$ cat config.mk
export PLATFORM = sky130hd
export DESIGN_NAME = fifo_ctrl
export DESIGN_NICKNAME = d
export VERILOG_FILES = /design/src/rtl/fifo_ctrl.sv
export SDC_FILE = /design/constraint.sdc
export NUM_CORES = 1
export LEC_CHECK = 0
export BUFFER_PORTS_ARGS = -buffer_cell sky130_fd_sc_hd__buf_2
export CORE_ASPECT_RATIO = 0.8
export CORE_MARGIN = 10
export CORE_UTILIZATION = 43
export CTS_CLUSTER_DIAMETER = 120
export CTS_CLUSTER_SIZE = 24
export DETAILED_ROUTE_END_ITERATION = 8
export PLACE_DENSITY = 0.78
export SYNTH_ARGS = -nofsm -noshare
export SYNTH_HDL_FRONTEND = slang
export SYNTH_SLANG_ARGS = --single-unit
$ cat constraint.sdc
create_clock -name clk -period 3.1 [get_ports clk]
set_clock_uncertainty 0.2 [all_clocks]
set_input_delay 0 -clock clk [delete_from_list [all_inputs] [get_ports clk]]
set_output_delay 0 -clock clk [all_outputs]
set_load 0.02 [all_outputs]
$ cat src/rtl/fifo_ctrl.sv
// fifo_ctrl: pointer/count controller driving an external dual-port RAM with registered read data.
module fifo_ctrl #(
  parameter int DATA_BITS = 8,
  parameter int ADDR_BITS = 4,
  parameter int AF_TH     = 12,
  parameter int AE_TH     = 2
) (
  input  logic                 clk,
  input  logic                 reset_L,
  input  logic                 push,
  input  logic [DATA_BITS-1:0] data_in,
  input  logic                 pop,
  output logic [DATA_BITS-1:0] data_out,
  output logic                 valid_out,
  output logic                 full,
  output logic                 empty,
  output logic                 almost_full,
  output logic                 almost_empty,
  output logic                 error,
  output logic                 ram_write,
  output logic [ADDR_BITS-1:0] ram_addr_write,
  output logic [DATA_BITS-1:0] ram_data_in,
  output logic                 ram_read,
  output logic [ADDR_BITS-1:0] ram_addr_read,
  input  logic [DATA_BITS-1:0] ram_data_out
);
  localparam int CW = ADDR_BITS + 1;
  localparam int DEPTH = 1 << ADDR_BITS;
  logic [ADDR_BITS-1:0] wr_ptr_q, wr_ptr_d, rd_ptr_q, rd_ptr_d;
  logic [CW-1:0]        count_q, count_d;
  logic                 error_q, error_d, valid_q, push_ok, pop_ok;
  assign full         = count_q == CW'(DEPTH);
  assign empty        = count_q == '0;
  assign almost_full  = count_q >= CW'(AF_TH);
  assign almost_empty = count_q <= CW'(AE_TH);
  // a push into a full FIFO is fine when a pop frees the same slot this cycle
  assign push_ok = reset_L & push & (~full | pop);
  assign pop_ok  = reset_L & pop & ~empty;
  assign ram_write      = push_ok;
  assign ram_read       = pop_ok;
  assign ram_addr_write = wr_ptr_q;
  assign ram_addr_read  = rd_ptr_q;
  assign ram_data_in    = data_in;
  assign data_out       = ram_data_out;
  assign valid_out      = valid_q;
  assign error          = error_q;
  always_comb begin
    wr_ptr_d = wr_ptr_q + ADDR_BITS'(push_ok);
    rd_ptr_d = rd_ptr_q + ADDR_BITS'(pop_ok);
    count_d  = count_q + CW'(push_ok) - CW'(pop_ok);
    error_d  = error_q | (push & full & ~pop) | (pop & empty);
  end
  always_ff @(posedge clk or negedge reset_L) begin
    if (!reset_L) begin
      wr_ptr_q <= '0;
      rd_ptr_q <= '0;
      count_q  <= '0;
      error_q  <= 1'b0;
      valid_q  <= 1'b0;
    end else begin
      wr_ptr_q <= wr_ptr_d;
      rd_ptr_q <= rd_ptr_d;
      count_q  <= count_d;
      error_q  <= error_d;
      valid_q  <= pop_ok;
    end
  end
endmodule

==> flow_summary.yaml <==
synth:
  synth_top_cell_by_area: "dfrtp_1"
  synth_top_area_share_pct: 41.21
  ys_types: 21
  yosysMostFrequentCell: "buf_4"
  synthCells: 81
  synth-edff-count: 0
  avgSynthCellArea_um2: 11.25
  synth_fp_nets: 114
  yosysWarningCount: 0
  yosysSeqAreaShare_pct: 41.21
  postSynth.topFlopCell: "dfrtp_1"
  synthTopCellsByArea: "dfrtp_1 41%, ha_1 16%, buf_4 13%"
  async_flop_share_pct: 100.0
  synth-seq-cells: 15
  syn_area_um2: 910.9
  synthTopCellsByCount: "16 x buf_4, 15 x dfrtp_1, 12 x ha_1"
route:
  wirelength_um: 2002
  viasPerCell: 4.737
  dr_total_vias: 630
  drcViolationCount: 0
  ant_nets: 0
  route.detailed.wl_per_inst_um: 15.05
  drt_first_pass_iters: 4
  routed.top_layer: "met4"
  wl_met2_um: 976
  wl_met3_um: 277
  drt-met1-wl_um: 705
  drtIter0Drc: 26
setup_path:
  required_ps: 3070
  crit_arrival_ps: 2560
  endpoint_kind: "flop"
  cp-start-kind: "flop"
  crit_path_max_fanout: 4
  setup.worst_path.class: "reg -> reg"
global_route:
  grt_pass1_wl_um: 3270
  grt_pass1_vias: 702
  grt_max_degree: 16
  antenna_found_initial: 0
  grt_usage_pct: 9.156
  overflow: 0
placed_design:
  finalWeightedCongestion: 0.7979
  port_buffers: 19
  hpwlAfterDp_um: 1234
die:
  num_io_pins: 52
  die-area_um2: 4371
  die_x_um: 71.46
  rows: 14
  die_y_um: 61.17
  core-area_um2: 1944
  start_util_pct: 46.85
final_layout:
  synthToLayoutAreaGrowth_pct: 26.51
  fillers: 163
  fin_util_pct: 59.27
  drive_above_1_share_pct: 24.77
  antennaDiodeCount: 0
  fin_nets: 143
clocking:
  clockBufferDepth: 2
  clk_pin_slew_ps: 80
  h-tree-depth: 1
  clock-sinks: 15
  postCtsSetupRepairBufs: 0
  cts_buffers: 3
  root_buffer: "clkbuf_4"
  cts_tree: "done"
  cts_resized: 0
  clk_latency_ps: 270
  hold_buffers: 21
pwr:
  leakage_nw: 0.5721
  p_total_w: 0.001086
  peakVddDrop_mv: 0.6396
  powerDensity_nw_per_um2: 942.7
sta:
  slew_violations: 0
  grt_setup_unrepaired: "no"
  finalCritPeriodShare_pct: 83.57
  fin_crit_ps: 2591
  slew_headroom_pct: 55.69
  setup_viol: 0
  fin_setup_tns_ps: 0
  hold_violations: 0
  timing.fmax_ghz: 0.3860
  worstMarginPinSlew_ps: 662.4
status:
  outcome: "finished, final reports clean"
run:
  maxCapViolations: 0
min_path:
  hold_class: "reg -> reg"
## per-layer routing
| layer | track usage, % | up-vias |
|---|---|---|
| met5 | 0 | - |
| met4 | 4.959 | 0 |
| met3 | 5.627 | 4 |
| met2 | 15.45 | 34 |
| met1 | 8.720 | 287 |
| li1 | - | 305 |
## critical path, cell delays in order, from the launching register on
cell	delay, ps
dfrtp_1	420
inv_1	120
ha_1	230
nand2_1	120
o311a_2	390
ha_1	240
fa_1	400
a21oi_1	150
o21bai_1	90
xnor2_1	120
## placed cells by master (no fill, tap or decap), drive strengths merged
master and instances:
nand3 1, clkbuf 4, and2 1, inv 5, a221o 1, dfrtp 15
buf 19, a31oi 1, o21a 1, and2b 1, fa 1, a21oi 3
o21bai 2, xnor2 4, nand4 1, ha 12, dlygate4sd3 21, xor2 5
nor2 6, o311a 1, nand2 3, nand2b 1
## flip-flops by register name, indices dropped and copies added (netlist names)
register	flops
ram_addr_write	4
error	1
ram_addr_read	4
count_q	5
valid_out	1
## final timing paths
path / from / cells after the start / slack, ps / to
min in group asynchronous: reset_L / 3 / 660 / ram_addr_write[3]
min reg2reg: ram_addr_read[3] / 1 / 270 / ram_addr_read[3]
max reg2reg: count_q[2] / 9 / 510 / count_q[4]
max: count_q[2] / 9 / 510 / count_q[4]
min: ram_addr_read[3] / 1 / 270 / ram_addr_read[3]
max in group asynchronous: reset_L / 3 / 1620 / count_q[4]
## through the flow
step	hold WS [ps]	setup slack (ps)	std cells	cell area [um2]
after global routing	313.8	338.8	133	1152
final	266.4	509.4	133	1152
after CTS	275.3	488.6	133	1152
after detailed placement	-263.4	504.4	108	915.9
after floorplan	-495.6	597.8	81	910.9
after global placement	-268.9	518.3	108	915.9
## cells by family after synthesis
group,after synthesis,share of synthesized area (%)
adders and majority gates,13,18.68
buffers and inverters,21,15.25
xor gates and xnor gates,9,8.653
and+or+nand+nor,14,7.281
DFF,15,41.21
AOI/OAI and AO/OA,9,8.928
## cell type report
cell class / instances / area, um2 / area share (%)
sequential: 15 / 375.4 / 32.57
timing repair buffer: 40 / 305.3 / 26.49
inverter: 5 / 18.77 / 1.629
clock buffer: 4 / 26.28 / 2.280
multi-input combinational: 45 / 396.6 / 34.42
tap: 24 / 30.03 / 2.606
## power breakdown
| group | leakage [nW] | switching [W] | total [W] | internal (W) |
|---|---|---|---|---|
| clock | 0.0150 | 0.0000569 | 0.000107 | 0.0000499 |
| sequential | 0.177 | 0.0000806 | 0.000379 | 0.000298 |
| combinational | 0.380 | 0.000347 | 0.000601 | 0.000254 |
| total | 0.572 | 0.000485 | 0.00109 | 0.000602 |
Power figures use the tool's default switching activity.
